**config.mk**
```make
export PLATFORM = sky130hd
export DESIGN_NAME = mem_access_ctrl
export DESIGN_NICKNAME = d
export VERILOG_FILES = /design/src/rtl/mem_access_ctrl.sv
export SDC_FILE = /design/constraint.sdc
export NUM_CORES = 1
export LEC_CHECK = 0
export BUFFER_PORTS_ARGS = -buffer_cell sky130_fd_sc_hd__buf_2
export CORE_MARGIN = 2
export CORE_UTILIZATION = 55
export DETAILED_ROUTE_END_ITERATION = 8
export GPL_ROUTABILITY_DRIVEN = 0
export HOLD_SLACK_MARGIN = 0.12
export PLACE_DENSITY_LB_ADDON = 0.2
export SLEW_MARGIN = 0
export SYNTH_ARGS = -nofsm -noshare
export SYNTH_HDL_FRONTEND = slang
export SYNTH_SLANG_ARGS = --single-unit
```
**constraint.sdc**
```tcl
create_clock -name clk -period 4.8 [get_ports clk]
set_clock_uncertainty 0.2 [all_clocks]
set_input_delay 0.48 -clock clk [delete_from_list [all_inputs] [get_ports clk]]
set_output_delay 0.48 -clock clk [all_outputs]
set_load 0.01 [all_outputs]
```
**src/rtl/mem_access_ctrl.sv**
```systemverilog
// Byte-serial load/store and fetch controller for a byte-wide sync RAM.
// Optional fetch abort port: define MEMCTRL_FETCH_ABORT_EN.
module mem_access_ctrl #(
  parameter int ADDR_W = 32,
  parameter int DATA_W = 32
) (
  input  logic              clk,
  input  logic              rst,
  input  logic              rdy,
  input  logic              req_valid,
  input  logic              req_wr,
  input  logic [ADDR_W-1:0] req_addr,
  input  logic [1:0]        req_type,
  input  logic              req_unsigned,
  input  logic [DATA_W-1:0] req_data,
  output logic              resp_done,
  output logic [DATA_W-1:0] resp_data,
  output logic              stall_req,
  input  logic              if_req,
  input  logic [ADDR_W-1:0] if_addr,
`ifdef MEMCTRL_FETCH_ABORT_EN
  input  logic              if_abort,
`endif
  output logic              if_done,
  output logic [DATA_W-1:0] if_inst,
  input  logic [7:0]        ram_din,
  output logic [7:0]        ram_dout,
  output logic [ADDR_W-1:0] ram_addr,
  output logic              ram_wr
);

  typedef enum logic [2:0] {
    IDLE, DRD, DWR, FETCH, DONE
  } state_t;

  state_t            state_q, state_d;
  logic [2:0]        cnt_q, cnt_d;
  logic [2:0]        len_q, len_d;
  logic [ADDR_W-1:0] addr_q, addr_d;
  logic [DATA_W-1:0] data_q, data_d;
  logic [DATA_W-1:0] asm_q, asm_d;
  logic [1:0]        type_q, type_d;
  logic              uns_q, uns_d;
  logic              fetch_q, fetch_d;
  logic [DATA_W-1:0] rdata_q, rdata_d;
  logic [DATA_W-1:0] inst_q, inst_d;
  logic              abort;

`ifdef MEMCTRL_FETCH_ABORT_EN
  assign abort = if_abort & fetch_q;
`else
  assign abort = 1'b0;
`endif

  function automatic logic [DATA_W-1:0] ext(
    input logic [DATA_W-1:0] w,
    input logic [1:0]        t,
    input logic              u
  );
    logic [DATA_W-1:0] r;
    r = w;
    if (t == 2'b00) begin
      r = {{24{w[7] & ~u}}, w[7:0]};
    end else if (t == 2'b01) begin
      r = {{16{w[15] & ~u}}, w[15:0]};
    end
    return r;
  endfunction

  always_ff @(posedge clk) begin
    if (!rst) begin
      state_q <= IDLE;
      cnt_q   <= '0;
      len_q   <= '0;
      addr_q  <= '0;
      data_q  <= '0;
      asm_q   <= '0;
      type_q  <= '0;
      uns_q   <= 1'b0;
      fetch_q <= 1'b0;
      rdata_q <= '0;
      inst_q  <= '0;
    end else if (rdy) begin
      state_q <= state_d;
      cnt_q   <= cnt_d;
      len_q   <= len_d;
      addr_q  <= addr_d;
      data_q  <= data_d;
      asm_q   <= asm_d;
      type_q  <= type_d;
      uns_q   <= uns_d;
      fetch_q <= fetch_d;
      rdata_q <= rdata_d;
      inst_q  <= inst_d;
    end
  end

  always_comb begin
    state_d = state_q;
    cnt_d   = cnt_q;
    len_d   = len_q;
    addr_d  = addr_q;
    data_d  = data_q;
    asm_d   = asm_q;
    type_d  = type_q;
    uns_d   = uns_q;
    fetch_d = fetch_q;
    rdata_d = rdata_q;
    inst_d  = inst_q;
    unique case (state_q)
      IDLE: begin
        if (req_valid) begin
          addr_d  = req_addr;
          data_d  = req_data;
          type_d  = req_type;
          uns_d   = req_unsigned;
          fetch_d = 1'b0;
          cnt_d   = '0;
          asm_d   = '0;
          if (req_type == 2'b00) begin
            len_d = 3'd1;
          end else if (req_type == 2'b01) begin
            len_d = 3'd2;
          end else begin
            len_d = 3'd4;
          end
          state_d = req_wr ? DWR : DRD;
        end else if (if_req) begin
          addr_d  = if_addr;
          fetch_d = 1'b1;
          len_d   = 3'd4;
          cnt_d   = '0;
          asm_d   = '0;
          state_d = FETCH;
        end
      end
      DWR: begin
        if (cnt_q == len_q - 3'd1) begin
          state_d = DONE;
        end else begin
          cnt_d = cnt_q + 3'd1;
        end
      end
      DRD, FETCH: begin
        // Read data lags the address by one beat.
        if (cnt_q != 3'd0) begin
          asm_d = asm_q
            | (DATA_W'(ram_din) << {cnt_q - 3'd1, 3'b000});
        end
        if (cnt_q == len_q) begin
          state_d = DONE;
          if (fetch_q) begin
            inst_d = asm_d;
          end else begin
            rdata_d = ext(asm_d, type_q, uns_q);
          end
        end else begin
          cnt_d = cnt_q + 3'd1;
        end
        if (abort) begin
          state_d = IDLE;
          cnt_d   = '0;
          inst_d  = inst_q;
        end
      end
      DONE: begin
        state_d = IDLE;
        cnt_d   = '0;
      end
      default: begin
        state_d = IDLE;
        cnt_d   = '0;
      end
    endcase
  end

  always_comb begin
    resp_done = (state_q == DONE) & ~fetch_q;
    if_done   = (state_q == DONE) & fetch_q & ~abort;
    stall_req = req_valid & ~resp_done;
    resp_data = rdata_q;
    if_inst   = inst_q;
    ram_addr  = addr_q + ADDR_W'(cnt_q);
    ram_wr    = (state_q == DWR) & rdy;
    ram_dout  = 8'h00;
    if (state_q == DWR) begin
      case (cnt_q[1:0])
        2'd0:    ram_dout = data_q[7:0];
        2'd1:    ram_dout = data_q[15:8];
        2'd2:    ram_dout = data_q[23:16];
        default: ram_dout = data_q[31:24];
      endcase
    end
  end

endmodule

```
; Yosys cells after proc, flatten, opt, wreduce, memory -nomap -nowiden
; Index checks and enable logic that the tools add are counted.
[totals]
mem_count = 0
inputBits = 113
mem_bits_ro = 0
latchBits = 0
reg_bits = 173
ram_bits = 0
[op_classes]
addsub = 4
bitwise = 10
mux = 28
order_cmp = 0
reduce_logical = 15
shifts = 1
n_mul = 0
n_div = 0
n_eq_ne = 15
[op_table]
columns = cell, count
row1 = $mux 32, 8
row2 = $pmux 32 s2, 1
row3 = $mux 3, 12
row4 = $add 32x3->32, 1
row5 = $or 32x32->32, 1
row6 = $shl 8x6->32, 1
row7 = $pmux 8 s3, 1
row8 = $pmux 3 s3, 2
row9 = $reduce_and 4->1, 4
row10 = $reduce_and 3->1, 3
row11 = $mux 8, 1
row12 = $ne 2x2->1 const B, 4
row13 = $and 1x1->1, 6
row14 = $eq 2x1->1 const B, 3
row15 = $eq 3x2->1 const B, 2
row16 = $eq 3x3->1, 2
row17 = $logic_not 2->1, 3
row18 = $sub 3x1->3 const B, 2
row19 = $reduce_bool 2->1, 2
row20 = $add 3x1->3 const B, 1
row21 = $eq 3x1->1 const B, 1
row22 = $eq 3x3->1 const B, 1
row23 = $logic_not 3->1, 1
row24 = $ne 3x3->1 const B, 1
row25 = other kinds (6), 9

; Depth between registers and ports, before layout
[logic_depth]
ltp_word = 8
mapped_depth = 10

; Worst setup path before layout
; No wires, ideal clock.
[synth_timing]
path_kind = register -> register
start = register cnt_q[0]
end = register rdata_q[21] (netlist: resp_data[21])
t_arrival_ns = 2.488
path_buffers = 3
setup_time_ns = 0.066
path_slack_ns = 2.045
period_less_slack_ns = 2.755
required_ns = 4.534
path_stages_with_launch = 11
cell_sequence = dfxtp_1 buf_2 inv_1 ha_1 buf_2 or3_4 a211oi_2 nor2_1 a2111o_1 buf_6 a21oi_2
[synth_between]
elab_chain_cells = 8
[synth_rtl]
columns = element, line_no
row1 = from (decl), 37  ; logic [2:0] cnt_q, cnt_d;
row2 = from (signal assigned), 85  ; cnt_q <= cnt_d;
row3 = $sub 3x1->3, 148  ; | (DATA_W'(ram_din) << {cnt_q - 3'd1, 3'b000});
row4 = $shl 8x6->32, 148
row5 = $or 32x32->32, 148
row6 = $mux 32, 146  ; if (cnt_q != 3'd0) begin
row7 = $mux 32, 110  ; unique case (state_q)
row8 = $and 1x1->1, 65  ; r = {{16{w[15] & ~u}}, w[15:0]};
row9 = $mux 32, 64  ; end else if (t == 2'b01) begin
row10 = $mux 32, 62  ; if (t == 2'b00) begin
row11 = to (signal assigned), 93  ; rdata_q <= rdata_d;
row12 = to (decl), 45  ; logic [DATA_W-1:0] rdata_q, rdata_d;
; Parallel ways exist; a longest one is shown, timed or not. The select of a mux whose other input is x is not followed.
; A chain may end at the register's enable or synchronous reset.

; Final worst setup path
[layout_timing]
start = register cnt_q[0]
end = output ram_addr[24]
[layout_between]
elab_chain_cells = 1
[layout_rtl]
columns = element, line_no
row1 = $add 32x3->32, 183  ; ram_addr = addr_q + ADDR_W'(cnt_q);
row2 = to (decl), 28  ; output logic [ADDR_W-1:0] ram_addr,
; No other way between the ends.

==> summary.txt <==
Critical path
  – Delay-heaviest family, CP: adder cells
  – Worst-path maximum fanout: 11
  – Reg2reg end: resp_data[31]
  – R2R cell count: 7
  – Worst Path Buf+Inv: 3
  – Worst r2r src: cnt_q[0]
  – Flop2flop setup slack: ~1.4 ns
  – CP peak stage delay: roughly 0.61 ns
  – Worst Setup Start Kind: flip-flop
  – Setup crit end kind: primary output
  – Slowest CP cell: dfxtp_1
  – WS Path Type: flip-flop to primary output
  – Crit-path cells: ha_1, inv_1, fa_1, inv_1, a21o_1, nand3_1, nor3_1, xnor2_1, buf_2
  – Worst EP arrival: around 2.9 ns
  – CP required: approximately 4 ns
  – Most used cell, CP: inv_1

Timing
  – Max Fclk: about 280 MHz
  – Max Slew Vio Count: 0
  – Max_slew headroom: approximately 17%
  – Setup TNS: 0 ns
  – Final count of hold timing violations: 0
  – Worst hold slack: around 0.12 ns
  – Crit path time final: 3.55 ns
  – Worst Max-Slew Pin Slew: around 1.2 ns
  – RSZ-0062 raised after global routing: false
  – Period utilization: 74.1%
  – Final Setup Violations: 0

Synth
  – Post-synthesis simple-gate area fraction: between 10% and 20%
  – Top cell type by total area after synthesis: dfxtp_1
  – Async set-reset flop share out of synthesis: 0%
  – Sequential fraction of the synthesis area: 42.2%
  – Mux cell area share after synthesis: just over 4%
  – Post-synth top area share: 42.2%
  – Post-synth top flop: dfxtp_1
  – Yosys Warn Count: 0
  – Synth cell types: 53
  – Most area-consuming cells after synthesis: dfxtp_1, o211a_1, nand2_1
  – Synthesis-stage register bit count: ~170
  – Main combinational cell family by area after synthesis: compound AO/OA/AOI/OAI gates
  – Cells after Synth: around 930
  – Post-synthesis adder-cell area fraction: ~1.6%
  – Number of synthesized flops with an enable pin: 0
  – Synthesized area: slightly above 0.008 mm2
  – XOR/XNOR Fraction of Synth Area: about 4.0%
  – Synth Area per Inst: just under 9 um2
  – Net Count, Synth: 1,052
  – Complex-gate fraction of the synthesized area: ~26%

Floorplanning
  – Core area: roughly 0.015 mm2
  – I/O pins: 221
  – Initial core utilization: between 50% and 60%
  – Die Y: approximately 130 um
  – Die W: 126 um
  – Die area: roughly 0.016 mm2
  – # rows: 44

Global route
  – Total grt overflow: 0
  – Initial antenna violation count: 0
  – Vias in the first global route: approximately 6,800
  – Total Routing Usage GR: around a quarter
  – Met2 Track Usage GR: a little under half
  – First-pass GRT wire length: 34,500 um
  – Met3 usage: just under 5%
  – Most used routing layer: met2
  – Grt met1 use: about 34%
  – Pin count of the biggest net entering global routing: 86

Place
  – DP HPWL: around 15,000 um
  – Inst Count DP: around 1,300
  – Port Buf Inserts: 220

Power
  – PwrDens: 355 mW/mm2
  – Worst VDD drop: 0.321 mV
  – Comb power frac: between 10% and 20%
  – Reg power frac: between 40 and 50%
  – Leakage: slightly above 0.005 uW
  – Psw: 1010 uW
  – Switching Share: between 20% and 30%
  – Internal power: around 2600 uW
  – Power Total: 3610 uW
  – Clock share of power: between 30% and 40%

Min path
  – WHS Endpoint: data_q[5]
  – Hold_sp: req_data[5]
  – Min-Delay Path Class: input port to flip-flop
  – Cells on Worst Hold Path: 3

CTS
  – Clk root buf: clkbuf_16
  – H-tree depth: 4
  – Worst-Skew Late Latency: 0.43 ns
  – CTS max path bufs: 2
  – CTS Buf Count: 17
  – CTS tree: yes
  – Post-CTS sizing: 0
  – Clock transition at path regs: 0.06 ns
  – Clock sinks: about 170
  – Post CTS Setup Buffer Count: 0

Routing
  – Final WL: between 20,000 and 25,000 um
  – Drt via density: between 5 and 6
  – Iter 0 DRT Violations: between 600 and 700
  – Drt drc: 0
  – Drt first pass iters: 6
  – Vias: between 7,000 and 8,000
  – Post-DR wirelength/cell: around 16 um
  – Detail Route Antenna Nets: 0

Flow run
  – Max-cap violations: 0

Layout
  – Antenna Cells: 0
  – Fin util: 69.8%
  – Share of cells above drive strength 1: between 20% and 30%
  – Nets@finish: between 1,000 and 1,500
  – Layout area overhead: 23.6%
  – Final Non-Filler Cells: about 1,300

Outcome
  – Outcome: complete, no violations
[kinds of logic (layout without fill, tap and decap cells)]
kind of cell               after synthesis  after routing
muxes                                   34             34
buffers and inverters                   82            297
adders and majority gates               10             10
xor gates and xnor gates                36             36
AOI/OAI and AO/OA                      259            259
and+or+nand+nor                        335            335
DFF                                    173            173
[cell usage after synthesis, types with 2 or more instances]
master     number
xor2_1         21
a22oi_1         4
a21oi_1        42
a21boi_0       37
and2_1         40
nor2b_1        10
nand2b_1        2
o221a_1         8
buf_1           6
nand4_1         5
inv_1          16
a21oi_2        10
o2bb2ai_1      28
buf_2          10
dfxtp_1       173
mux2i_1        34
nor2_1         50
a222oi_1        8
o211a_1        67
o21ai_0        21
o21a_1         15
buf_6           2
ha_1            9
a211oi_2        2
xnor2_1        14
nor3_1         14
nand2_1       178
and3_1         12
nand3_1        18
clkbuf_1       48
a21o_1          3
[area by class of cell]
| type | count | area [um2] |
|---|---|---|
| Sequential cell | 173 | 3460 |
| Timing Repair Buffer | 250 | 1390 |
| Multi-Input combinational cell | 674 | 4430 |
| Tap cell | 184 | 230 |
| Clock inverter | 10 | 113 |
| Inverter | 16 | 60.1 |
| Fill cell | 1198 | 4390 |
| Clock buffer | 21 | 470 |
[stage by stage]
stage	setup slack (ns)	area [um2]
floorplan	2.05	8210
global placement	1.63	9340
detailed placement	1.46	9340
CTS	1.27	10100
global route	1.10	10100
finish	1.25	10100
[how the worst max path moves through the flow]
stage                     startpoint             to  cells past startpoint
after floorplan             cnt_q[0]  resp_data[21]                     10
after global routing        cnt_q[0]   ram_addr[18]                      9
final                       cnt_q[0]   ram_addr[24]                      9
after CTS                   cnt_q[0]   ram_addr[24]                      9
after global placement      cnt_q[0]  resp_data[31]                      7
after detailed placement    cnt_q[0]  resp_data[31]                      7
[flip-flops by register name, summed over array words and instances, names as in the netlist]
register   flops
fetch_q        1
uns_q          1
len_q          3
data_q        32
type_q         2
resp_data     32
if_inst       32
cnt_q          3
asm_q         32
addr_q        32
state_q        3
[layer usage]
layer  part of all wire (%)  wire, um  up-vias
li1                       -         -     3683
met1                     44      9570     3519
met2                     49     10700      223
met3                    5.1      1110       31
met4                    1.5       328        0
met5                      0         0        -
[layout by cell type (no fill, tap or decap), types with 2 or more instances in the layout]
cell type        n
buf_2          219
nand2_1        178
dfxtp_1        173
o211a_1         67
nor2_1          49
a21oi_1         42
and2_1          40
a21boi_0        37
mux2i_1         34
o2bb2ai_1       28
dlygate4sd3_1   23
xor2_1          21
o21ai_0         21
nand3_1         18
clkbuf_16       17
inv_1           16
o21a_1          15
xnor2_1         14
nor3_1          14
and3_1          11
nor2b_1         10
a21oi_2         10
ha_1             9
a222oi_1         8
o221a_1          8
buf_4            8
nand4_1          5
a22oi_1          4
clkinv_2         4
a21o_1           3
clkbuf_8         3
nand2b_1         2
a211oi_2         2
inv_6            2
clkinvlp_4       2
bufinv_16        2
[worst register-to-register path, delay by kind of cell (launching register included)]
family / cells / cell delay, ns
AO/OA/AOI/OAI: 3 / 1.25
adder cells (fa/ha/maj): 1 / 0.43
buffers and inverters: 1 / 0.27
flip-flops: 1 / 0.61
AND/OR/NAND/NOR: 2 / 0.56
[power groups by stage]
stage	combinational, uW	sequential [uW]	clock (uW)
2_1_floorplan	389	1640	0
3_3_place_gp	585	1640	0
3_5_place_dp	594	1650	0
4_1_cts	612	1620	1390
5_1_grt	674	1630	1460
6_report	614	1620	1380
[timing repair]
action	in CTS	in global routing
hold endpoints to repair	22	1
hold buffers	22	1
setup endpoints to repair	0	0
No activity file was read; power rests on OpenSTA's default activity.
